--- src/rtl/hilo_muldiv_ctrl_pkg.sv ---
// Shared encodings for the HI/LO mult/div sequencer: core selects, read-mux
// selects and controller states.
package hilo_muldiv_ctrl_pkg;

  typedef enum logic [1:0] {
    MD_MULT  = 2'b00,
    MD_MULTU = 2'b01,
    MD_DIV   = 2'b10,
    MD_DIVU  = 2'b11
  } md_sel_e;

  typedef enum logic [1:0] {
    RD_CP0 = 2'b00,
    RD_HI  = 2'b01,
    RD_LO  = 2'b10
  } rd_sel_e;

  typedef enum logic [1:0] {
    S_IDLE = 2'b00,
    S_RUN  = 2'b01,
    S_WB   = 2'b10
  } state_e;

  // Illegal multi-strobe decodes resolve as div > divu > mult > multu.
  function automatic md_sel_e md_pick(input logic div, input logic divu, input logic mult);
    if (div)       return MD_DIV;
    else if (divu) return MD_DIVU;
    else if (mult) return MD_MULT;
    else           return MD_MULTU;
  endfunction

endpackage

--- src/rtl/hilo_muldiv_ctrl_if.sv ---
// Decode-strobe / HI-LO control bundle between the CPU decode stage (master)
// and the mult/div sequencer (slave).
interface hilo_muldiv_ctrl_if;
  logic       op_mult;
  logic       op_multu;
  logic       op_div;
  logic       op_divu;
  logic       op_mthi;
  logic       op_mtlo;
  logic       op_mfhi;
  logic       op_mflo;
  logic       divisor_zero;
  logic       md_start;
  logic [1:0] md_sel;
  logic       hi_wen;
  logic       lo_wen;
  logic       hilo_src;
  logic [1:0] rd_sel;
  logic       stall;
  logic       busy;
  logic       div_zero_err;

  modport master (
    output op_mult, op_multu, op_div, op_divu, op_mthi, op_mtlo, op_mfhi, op_mflo,
    output divisor_zero,
    input  md_start, md_sel, hi_wen, lo_wen, hilo_src, rd_sel, stall, busy, div_zero_err
  );

  modport slave (
    input  op_mult, op_multu, op_div, op_divu, op_mthi, op_mtlo, op_mfhi, op_mflo,
    input  divisor_zero,
    output md_start, md_sel, hi_wen, lo_wen, hilo_src, rd_sel, stall, busy, div_zero_err
  );
endinterface

--- src/rtl/md_lat_counter.sv ---
// Loadable latency down-counter; saturates at 1 so a long RUN phase can never
// wrap and fire a spurious write-back.
module md_lat_counter #(
  parameter int CNT_W = 6
) (
  input  logic             clk,
  input  logic             rst,
  input  logic             load,
  input  logic [CNT_W-1:0] load_val,
  input  logic             dec,
  output logic             is_one
);

  logic [CNT_W-1:0] cnt_reg;

  always_ff @(posedge clk or negedge rst) begin
    if (!rst) begin
      cnt_reg <= '0;
    end else if (load) begin
      cnt_reg <= load_val;
    end else if (dec && (cnt_reg > CNT_W'(1))) begin
      cnt_reg <= cnt_reg - CNT_W'(1);
    end
  end

  assign is_one = (cnt_reg == CNT_W'(1));

endmodule

--- src/rtl/hilo_muldiv_ctrl.sv ---
// HI/LO sequencer: accepts one mult/div at a time, times the core latency,
// issues the HI/LO write-back and stalls the CPU on HI/LO hazards.
module hilo_muldiv_ctrl
  import hilo_muldiv_ctrl_pkg::*;
#(
  parameter int MUL_LAT = 1,
  parameter int DIV_LAT = 34,
  parameter int CNT_W   = 6
) (
  input  logic               clk,
  input  logic               rst,
  hilo_muldiv_ctrl_if.slave  bus
);

  localparam logic [CNT_W-1:0] MUL_CNT = CNT_W'(MUL_LAT);
  localparam logic [CNT_W-1:0] DIV_CNT = CNT_W'(DIV_LAT);

  state_e           state_reg;
  md_sel_e          md_sel_reg;
  md_sel_e          md_sel_next;
  logic             md_start_reg;
  logic             wb_wen_reg;
  logic             div_zero_err_reg;
  logic             zero_reg;

  logic             any_md;
  logic             any_op;
  logic             is_div;
  logic             is_idle;
  logic             accept;
  logic             mt_ok;
  logic             cnt_dec;
  logic             cnt_is_one;
  logic [CNT_W-1:0] lat_load;

  assign any_md  = bus.op_mult | bus.op_multu | bus.op_div | bus.op_divu;
  assign any_op  = any_md | bus.op_mthi | bus.op_mtlo | bus.op_mfhi | bus.op_mflo;
  assign is_div  = bus.op_div | bus.op_divu;
  assign is_idle = (state_reg == S_IDLE);
  assign accept  = is_idle & any_md;

  assign md_sel_next = md_pick(bus.op_div, bus.op_divu, bus.op_mult);
  assign lat_load    = is_div ? DIV_CNT : MUL_CNT;
  assign cnt_dec     = (state_reg == S_RUN) & ~cnt_is_one;

  md_lat_counter #(
    .CNT_W (CNT_W)
  ) u_lat_counter (
    .clk      (clk),
    .rst      (rst),
    .load     (accept),
    .load_val (lat_load),
    .dec      (cnt_dec),
    .is_one   (cnt_is_one)
  );

  always_ff @(posedge clk or negedge rst) begin
    if (!rst) begin
      state_reg        <= S_IDLE;
      md_sel_reg       <= MD_MULT;
      md_start_reg     <= 1'b0;
      wb_wen_reg       <= 1'b0;
      div_zero_err_reg <= 1'b0;
      zero_reg         <= 1'b0;
    end else begin
      md_start_reg     <= 1'b0;
      wb_wen_reg       <= 1'b0;
      div_zero_err_reg <= 1'b0;
      case (state_reg)
        S_IDLE: begin
          if (accept) begin
            state_reg    <= S_RUN;
            md_start_reg <= 1'b1;
            md_sel_reg   <= md_sel_next;
            zero_reg     <= is_div & bus.divisor_zero;
          end
        end
        S_RUN: begin
          if (cnt_is_one) begin
            state_reg        <= S_WB;
            wb_wen_reg       <= ~zero_reg;
            div_zero_err_reg <= zero_reg;
          end
        end
        S_WB:    state_reg <= S_IDLE;
        default: state_reg <= S_IDLE;
      endcase
    end
  end

  // mthi/mtlo write straight through only when no mult/div outranks them.
  assign mt_ok = is_idle & ~any_md;

  assign bus.hi_wen   = wb_wen_reg | (mt_ok & bus.op_mthi);
  assign bus.lo_wen   = wb_wen_reg | (mt_ok & ~bus.op_mthi & bus.op_mtlo);
  assign bus.hilo_src = mt_ok & (bus.op_mthi | bus.op_mtlo);

  always_comb begin
    bus.rd_sel = RD_CP0;
    if (bus.op_mfhi)      bus.rd_sel = RD_HI;
    else if (bus.op_mflo) bus.rd_sel = RD_LO;
  end

  assign bus.stall        = ~is_idle & any_op;
  assign bus.busy         = ~is_idle;
  assign bus.md_start     = md_start_reg;
  assign bus.md_sel       = md_sel_reg;
  assign bus.div_zero_err = div_zero_err_reg;

endmodule

--- src/flat_wrapper.sv ---
// flat-port wrapper written by rule: the top's interface ports become plain ports
module hilo_muldiv_ctrl_flat import hilo_muldiv_ctrl_pkg::*;
#(
  parameter int MUL_LAT = 1,
  parameter int DIV_LAT = 34,
  parameter int CNT_W   = 6
)
  (clk, rst, bus_op_mult, bus_op_multu, bus_op_div, bus_op_divu, bus_op_mthi, bus_op_mtlo, bus_op_mfhi, bus_op_mflo, bus_divisor_zero, bus_md_start, bus_md_sel, bus_hi_wen, bus_lo_wen, bus_hilo_src, bus_rd_sel, bus_stall, bus_busy, bus_div_zero_err);
  hilo_muldiv_ctrl_if bus_i ();
  input  logic clk;
  input  logic rst;
  input wire logic [$bits(bus_i.op_mult)-1:0] bus_op_mult;
  input wire logic [$bits(bus_i.op_multu)-1:0] bus_op_multu;
  input wire logic [$bits(bus_i.op_div)-1:0] bus_op_div;
  input wire logic [$bits(bus_i.op_divu)-1:0] bus_op_divu;
  input wire logic [$bits(bus_i.op_mthi)-1:0] bus_op_mthi;
  input wire logic [$bits(bus_i.op_mtlo)-1:0] bus_op_mtlo;
  input wire logic [$bits(bus_i.op_mfhi)-1:0] bus_op_mfhi;
  input wire logic [$bits(bus_i.op_mflo)-1:0] bus_op_mflo;
  input wire logic [$bits(bus_i.divisor_zero)-1:0] bus_divisor_zero;
  output wire logic [$bits(bus_i.md_start)-1:0] bus_md_start;
  output wire logic [$bits(bus_i.md_sel)-1:0] bus_md_sel;
  output wire logic [$bits(bus_i.hi_wen)-1:0] bus_hi_wen;
  output wire logic [$bits(bus_i.lo_wen)-1:0] bus_lo_wen;
  output wire logic [$bits(bus_i.hilo_src)-1:0] bus_hilo_src;
  output wire logic [$bits(bus_i.rd_sel)-1:0] bus_rd_sel;
  output wire logic [$bits(bus_i.stall)-1:0] bus_stall;
  output wire logic [$bits(bus_i.busy)-1:0] bus_busy;
  output wire logic [$bits(bus_i.div_zero_err)-1:0] bus_div_zero_err;
  assign bus_i.op_mult = bus_op_mult;
  assign bus_i.op_multu = bus_op_multu;
  assign bus_i.op_div = bus_op_div;
  assign bus_i.op_divu = bus_op_divu;
  assign bus_i.op_mthi = bus_op_mthi;
  assign bus_i.op_mtlo = bus_op_mtlo;
  assign bus_i.op_mfhi = bus_op_mfhi;
  assign bus_i.op_mflo = bus_op_mflo;
  assign bus_i.divisor_zero = bus_divisor_zero;
  assign bus_md_start = bus_i.md_start;
  assign bus_md_sel = bus_i.md_sel;
  assign bus_hi_wen = bus_i.hi_wen;
  assign bus_lo_wen = bus_i.lo_wen;
  assign bus_hilo_src = bus_i.hilo_src;
  assign bus_rd_sel = bus_i.rd_sel;
  assign bus_stall = bus_i.stall;
  assign bus_busy = bus_i.busy;
  assign bus_div_zero_err = bus_i.div_zero_err;
  hilo_muldiv_ctrl #(.MUL_LAT(MUL_LAT), .DIV_LAT(DIV_LAT), .CNT_W(CNT_W)) u_core (.clk(clk), .rst(rst), .bus(bus_i));
endmodule
--- config.mk ---
export PLATFORM = sky130hd
export DESIGN_NAME = hilo_muldiv_ctrl_flat
export DESIGN_NICKNAME = d
export VERILOG_FILES = /design/src/rtl/hilo_muldiv_ctrl_pkg.sv /design/src/rtl/hilo_muldiv_ctrl_if.sv /design/src/rtl/md_lat_counter.sv /design/src/rtl/hilo_muldiv_ctrl.sv /design/src/flat_wrapper.sv
export SDC_FILE = /design/constraint.sdc
export NUM_CORES = 1
export LEC_CHECK = 0
export ABC_AREA = 0
export CAP_MARGIN = 30
export CORE_MARGIN = 2
export CORE_UTILIZATION = 48
export DETAILED_ROUTE_END_ITERATION = 10
export PLACE_DENSITY = 0.89
export RECOVER_POWER = 25
export SLEW_MARGIN = 10
export SYNTH_ARGS = -nofsm -noshare
export SYNTH_HDL_FRONTEND = slang
export SYNTH_SLANG_ARGS = --single-unit
--- constraint.sdc ---
create_clock -name clk -period 4.4 [get_ports clk]
set_input_delay 0.44 -clock clk [delete_from_list [all_inputs] [get_ports clk]]
set_output_delay 0.44 -clock clk [all_outputs]
set_load 0.05 [all_outputs]
==> results of run 1 <==
power by group through the flow:
| stage | sequential (mW) | combinational, mW | clock (mW) |
|---|---|---|---|
| after floorplan | 0.262 | 0.203 | 0 |
| after global placement | 0.230 | 0.319 | 0 |
| after detailed placement | 0.234 | 0.329 | 0 |
| after CTS | 0.231 | 0.332 | 0.0711 |
| after global routing | 0.241 | 0.363 | 0.0764 |
| final | 0.233 | 0.329 | 0.0686 |
final cells by class:
class                   instances  area [um2]  area share
flip-flops and latches         14       350.3      0.3599
repair buffers                 21       210.2      0.2159
clock buffers                   3       22.52     0.02314
inverters                       5       18.77     0.01928
multi-input cells              53       351.6      0.3612
well taps                      16       20.02     0.02057
worst register-to-register path: cells and delay by family (launching register included):
kind,cells,cell delay (ns)
flops,1,0.45
simple gates,3,1.07
compound gates,1,0.31
stage by stage:
stage	setup WS, ns	instances	area (um2)	hold slack (ns)
after CTS	1.314	112	973.4	0.4526
after floorplan	2.365	73	728.2	0.1444
final	1.305	112	973.4	0.4489
after global routing	1.262	112	973.4	0.4602
after global placement	1.383	109	950.9	0.4402
after detailed placement	1.334	109	950.9	0.4421
final timing paths:
check                                                      from                         endpoint  slack, ns  depth (start not counted)
worst min register to register                  u_core.zero_reg                u_core.wb_wen_reg       0.45                          1
max in group asynchronous                                   rst  u_core.u_lat_counter.cnt_reg[1]       3.39                          1
worst max register to register  u_core.u_lat_counter.cnt_reg[2]  u_core.u_lat_counter.cnt_reg[5]       2.46                          4
worst min-delay path                            u_core.zero_reg                u_core.wb_wen_reg       0.45                          1
min in group asynchronous                                   rst              u_core.state_reg[0]       0.61                          1
worst max-delay path                                bus_op_mult                       bus_lo_wen       1.30                          5
cell usage in the layout (no fill, tap or decap), types with 2 or more instances in the layout:
cell type,synthesis,routed
dfrtp_1,14,14
nor2b_1,4,4
xor2_1,2,2
o21a_1,3,3
inv_1,5,5
clkbuf_4,0,3
o21bai_1,2,2
a311oi_1,2,2
nand2_1,4,4
ha_1,2,2
a21o_1,2,2
nor4_1,3,3
nor3_1,4,4
nor2_1,9,9
clkdlybuf4s50_1,0,20
metal layers:
| layer | vias up | part of all wire | global-route usage |
|---|---|---|---|
| met5 | - | 0 | 0 |
| met3 | 2 | 0.080 | 0.02979 |
| met1 | 287 | 0.45 | 0.2402 |
| met2 | 23 | 0.45 | 0.2848 |
| li1 | 317 | - | - |
| met4 | 0 | 0.014 | 0.07273 |
logic make-up after synthesis:
kind of cell,synth area share
AND/OR/NAND/NOR,0.2509
AO/OA/AOI/OAI,0.1598
flip-flops,0.4811
buffers and inverters,0.03609
XOR/XNOR,0.02406
adder cells (fa/ha/maj),0.03436
multiplexers,0.01375
==> results.cfg, run 1 <==
[finish]
drive_gt1_frac = 0.06250
fillCellCount = 124
areaGrowthSynthToFinish_pct = 33.68
num_antenna_cells = 0
postLayoutCoreUtil = 0.6616
nNetsFinal = 111
largest_reg_flops = 6

[timing]
finalHoldViolCount = 0
worstMarginPinSlew_ns = 0.6123
relSlewSlack = 0.5904
tns_ns = 0
slew_violations = 0
fmax_mhz = 323.1
finClkSkew_ns = 0.002144
setup_viol = 0
rsz0062_at_grt = false
period_share = 0.7035
post-route-min-period_ns = 3.095

[global_route]
grtUsageTotal = 0.1780
grt_pass1_wl_um = 2463
grt-ovfl-total = 0
first_global_vias = 586
grt_max_degree = 15
grt_antenna_before_repair = 0

[cts]
cts.clk_slew.worst_paths_ns = 0.07
clockBufferDepth = 2
root_buffer = clkbuf_4
cts_buffers = 3
cts_resized = 0
htreeDepth = 1
clk_latency_ns = 0.28
holdBufCountCts = 0
cts_sinks = 14
cts_setup_buffers = 0
cts_tree = built

[drt]
dr.pass1.iters = 3
viasPerCell = 5.616
drt_wl_total_um = 1469
antenna_left = 0
routedWlPerCell_um = 13.12
drtIter0Drc = 8
vias = 629
drc = 0

[yosys]
synth_common_cells = dfrtp_1, nor2_1, inv_1
ys_ff_latch = 14
post_synth.cell_area_avg_um2 = 9.975
synth.cell_area_um2 = 728.2
yosysMostFrequentCell = dfrtp_1
netlist_top_cells_area = dfrtp_1, nor2_1, ha_1
yosys_most_used_dff = dfrtp_1
netlist.area_leader.share = 0.4811
ys_seq_area_frac = 0.4811
synth_edf_count = 0
async_reset_ff_frac = 1.000
postSynthCellCount = 73
syn_nets = 86
synth_area_leader_cell = dfrtp_1
ys_types = 30
yosys_warnings = 0

[power]
switching_power_uw = 283.3
power_density_mw_per_mm2 = 648.1
p_int_uw = 347.6
swShare = 0.4490
p_comb_frac = 0.522
ir_worst_vdd_mv = 0.3814
p_leak_nw = 0.4447
p_seq_frac = 0.369
p_clk_frac = 0.109
total_power_uw = 630.9

[worst_setup_path]
crit_chain = clkdlybuf4s50_1 > or4_1 > nor2_1 > a31o_2 > clkdlybuf4s50_1
max_stage_delay_ns = 0.79
path_max_fanout = 4
cp-start-kind = input port
crit_path_end_kind = output pin
critical_path_class = in -> out
cp_num_buf_inv = 2
slowest_stage = clkdlybuf4s50_1
critPathRequiredTime_ns = 3.96
arrival_ns = 2.66
critical_path.top_delay_family = buffers and inverters
timing.critical_path.mode_cell = clkdlybuf4s50_1

[die]
dieArea_mm2 = 0.001845
chipHeight_um = 42.95
row_count = 14
io_pins = 22
initial_core_util = 0.4949
core_region_area_mm2 = 0.001471
die_w_um = 42.95

[worst_hold_path]
hp-class = reg -> reg

[status]
outcome = completed

[placement]
portBuffers = 21
gp_congestion = 0.9015
dp_hpwl_um = 1098

[run]
maxCapViolations = 0
(Power assumes the default switching activity.)
==> inputs of run 2 (changes only) <==
--- a/config.mk
+++ b/config.mk
@@ -8,9 +8,9 @@
 export ABC_AREA = 0
 export CAP_MARGIN = 30
 export CORE_MARGIN = 2
-export CORE_UTILIZATION = 48
+export CORE_UTILIZATION = 40
 export DETAILED_ROUTE_END_ITERATION = 10
-export PLACE_DENSITY = 0.89
+export PLACE_DENSITY = 0.81
 export RECOVER_POWER = 25
 export SLEW_MARGIN = 10
 export SYNTH_ARGS = -nofsm -noshare
==> constraint.sdc (replaced) <==
create_clock -name clk -period 2.6 [get_ports clk]
set_input_delay 0.26 -clock clk [delete_from_list [all_inputs] [get_ports clk]]
set_output_delay 0.26 -clock clk [all_outputs]
set_load 0.05 [all_outputs]
==> results.cfg, run 2 (synthesis results as in run 1) <==
[timing]
setup_viol = 0
worstMarginPinSlew_ns = 0.6215
rsz0062_at_grt = false
slew_violations = 0
post-route-min-period_ns = 2.094
holdWs_ns = 0.4298
fmax_mhz = 477.6
relSlewSlack = 0.5843
finClkSkew_ns = 0.005039
tns_ns = 0
finalHoldViolCount = 0
period_share = 0.8054

[drt]
drt_wl_total_um = 1522
vias = 642
routedWlPerCell_um = 12.58
antenna_left = 0
drc = 0
viasPerCell = 5.306
drtIter0Drc = 13
dr.pass1.iters = 4

[cts]
cts_sinks = 14
cts_tree = built
clk_latency_ns = 0.28
cts.clk_slew.worst_paths_ns = 0.08
htreeDepth = 1
clockBufferDepth = 2
cts_setup_buffers = 0
root_buffer = clkbuf_4
cts_resized = 0
cts_buffers = 3
holdBufCountCts = 0

[die]
dieArea_mm2 = 0.002178
initial_core_util = 0.4217
row_count = 15
die_w_um = 46.67
io_pins = 22
chipHeight_um = 46.67
core_region_area_mm2 = 0.001727

[power]
power_density_mw_per_mm2 = 1079
p_leak_nw = 0.4590
ir_worst_vdd_mv = 0.6054

[run]
maxCapViolations = 0

[finish]
areaGrowthSynthToFinish_pct = 39.35
fillCellCount = 160
nNetsFinal = 111
final_common_cell = clkdlybuf4s50_1
drive_gt1_frac = 0.09375
final_cell_mix = clkdlybuf4s50_1, dfrtp_1, nor2_1
num_antenna_cells = 0
largest_reg_flops = 6

[worst_setup_path]
cp-start-kind = input port
critPathRequiredTime_ns = 2.34
crit_path_end_kind = output pin
path_max_fanout = 3
critical_path_class = in -> out
arrival_ns = 1.83

[global_route]
first_global_vias = 596
grt_max_degree = 15
grt_antenna_before_repair = 0
grt-ovfl-total = 0
grt_pass1_wl_um = 2304
grtUsageTotal = 0.1593

[placement]
dp_hpwl_um = 1185
gp_congestion = 0.8303
portBuffers = 21

[status]
outcome = completed

[worst_hold_path]
hp-class = in -> async
## run 2: final cells by class
cell class	count	area (um2)	area share
multi-input combinational	53	351.6	0.3465
sequential	14	350.3	0.3453
timing repair buffer	21	240.2	0.2367
tap	25	31.28	0.03083
clock buffer	3	22.52	0.02219
inverter	5	18.77	0.01850
## run 2: layer usage
metal	part of all wire	up-vias	GRT usage
li1	-	313	-
met4	0.028	0	0.1333
met1	0.45	297	0.1572
met2	0.45	28	0.2861
met3	0.070	4	0.02353
met5	0	-	0
## run 2: final timing paths
kind | startpoint | end | slack, ns | cells past startpoint
min | rst | u_core.bus.md_sel[0] | 0.43 | 1
max reg2reg | u_core.u_lat_counter.cnt_reg[2] | u_core.u_lat_counter.cnt_reg[5] | 0.66 | 4
min in group clk | u_core.zero_reg | u_core.wb_wen_reg | 0.46 | 1
min reg2reg | u_core.zero_reg | u_core.wb_wen_reg | 0.46 | 1
max in group asynchronous | rst | u_core.zero_reg | 1.77 | 1
max | bus_op_multu | bus_lo_wen | 0.51 | 5
## run 2: per-stage QoR
step	setup slack (ns)	std cells	util	instance area, um2	total power [mW]
global route	0.4165	121	0.5877	1015	1.165
global placement	0.5091	118	0.5746	992.2	0.9538
finish	0.5060	121	0.5877	1015	1.095
detailed placement	0.4998	118	0.5746	992.2	0.9768
CTS	0.5016	121	0.5877	1015	1.096
floorplan	0.7875	73	-	728.2	0.7868
## run 2: power breakdown
part	total, mW	switching, mW	internal (mW)	leakage, nW
registers	0.393	0.0867	0.306	0.174
logic	0.583	0.343	0.240	0.271
clock network	0.119	0.0649	0.0538	0.0138
## run 2: critical path, cell delays in order
cell	delay, ns
clkdlybuf4s50_1	0.44
or4_1	0.58
nor2_1	0.20
a31o_2	0.22
buf_12	0.14
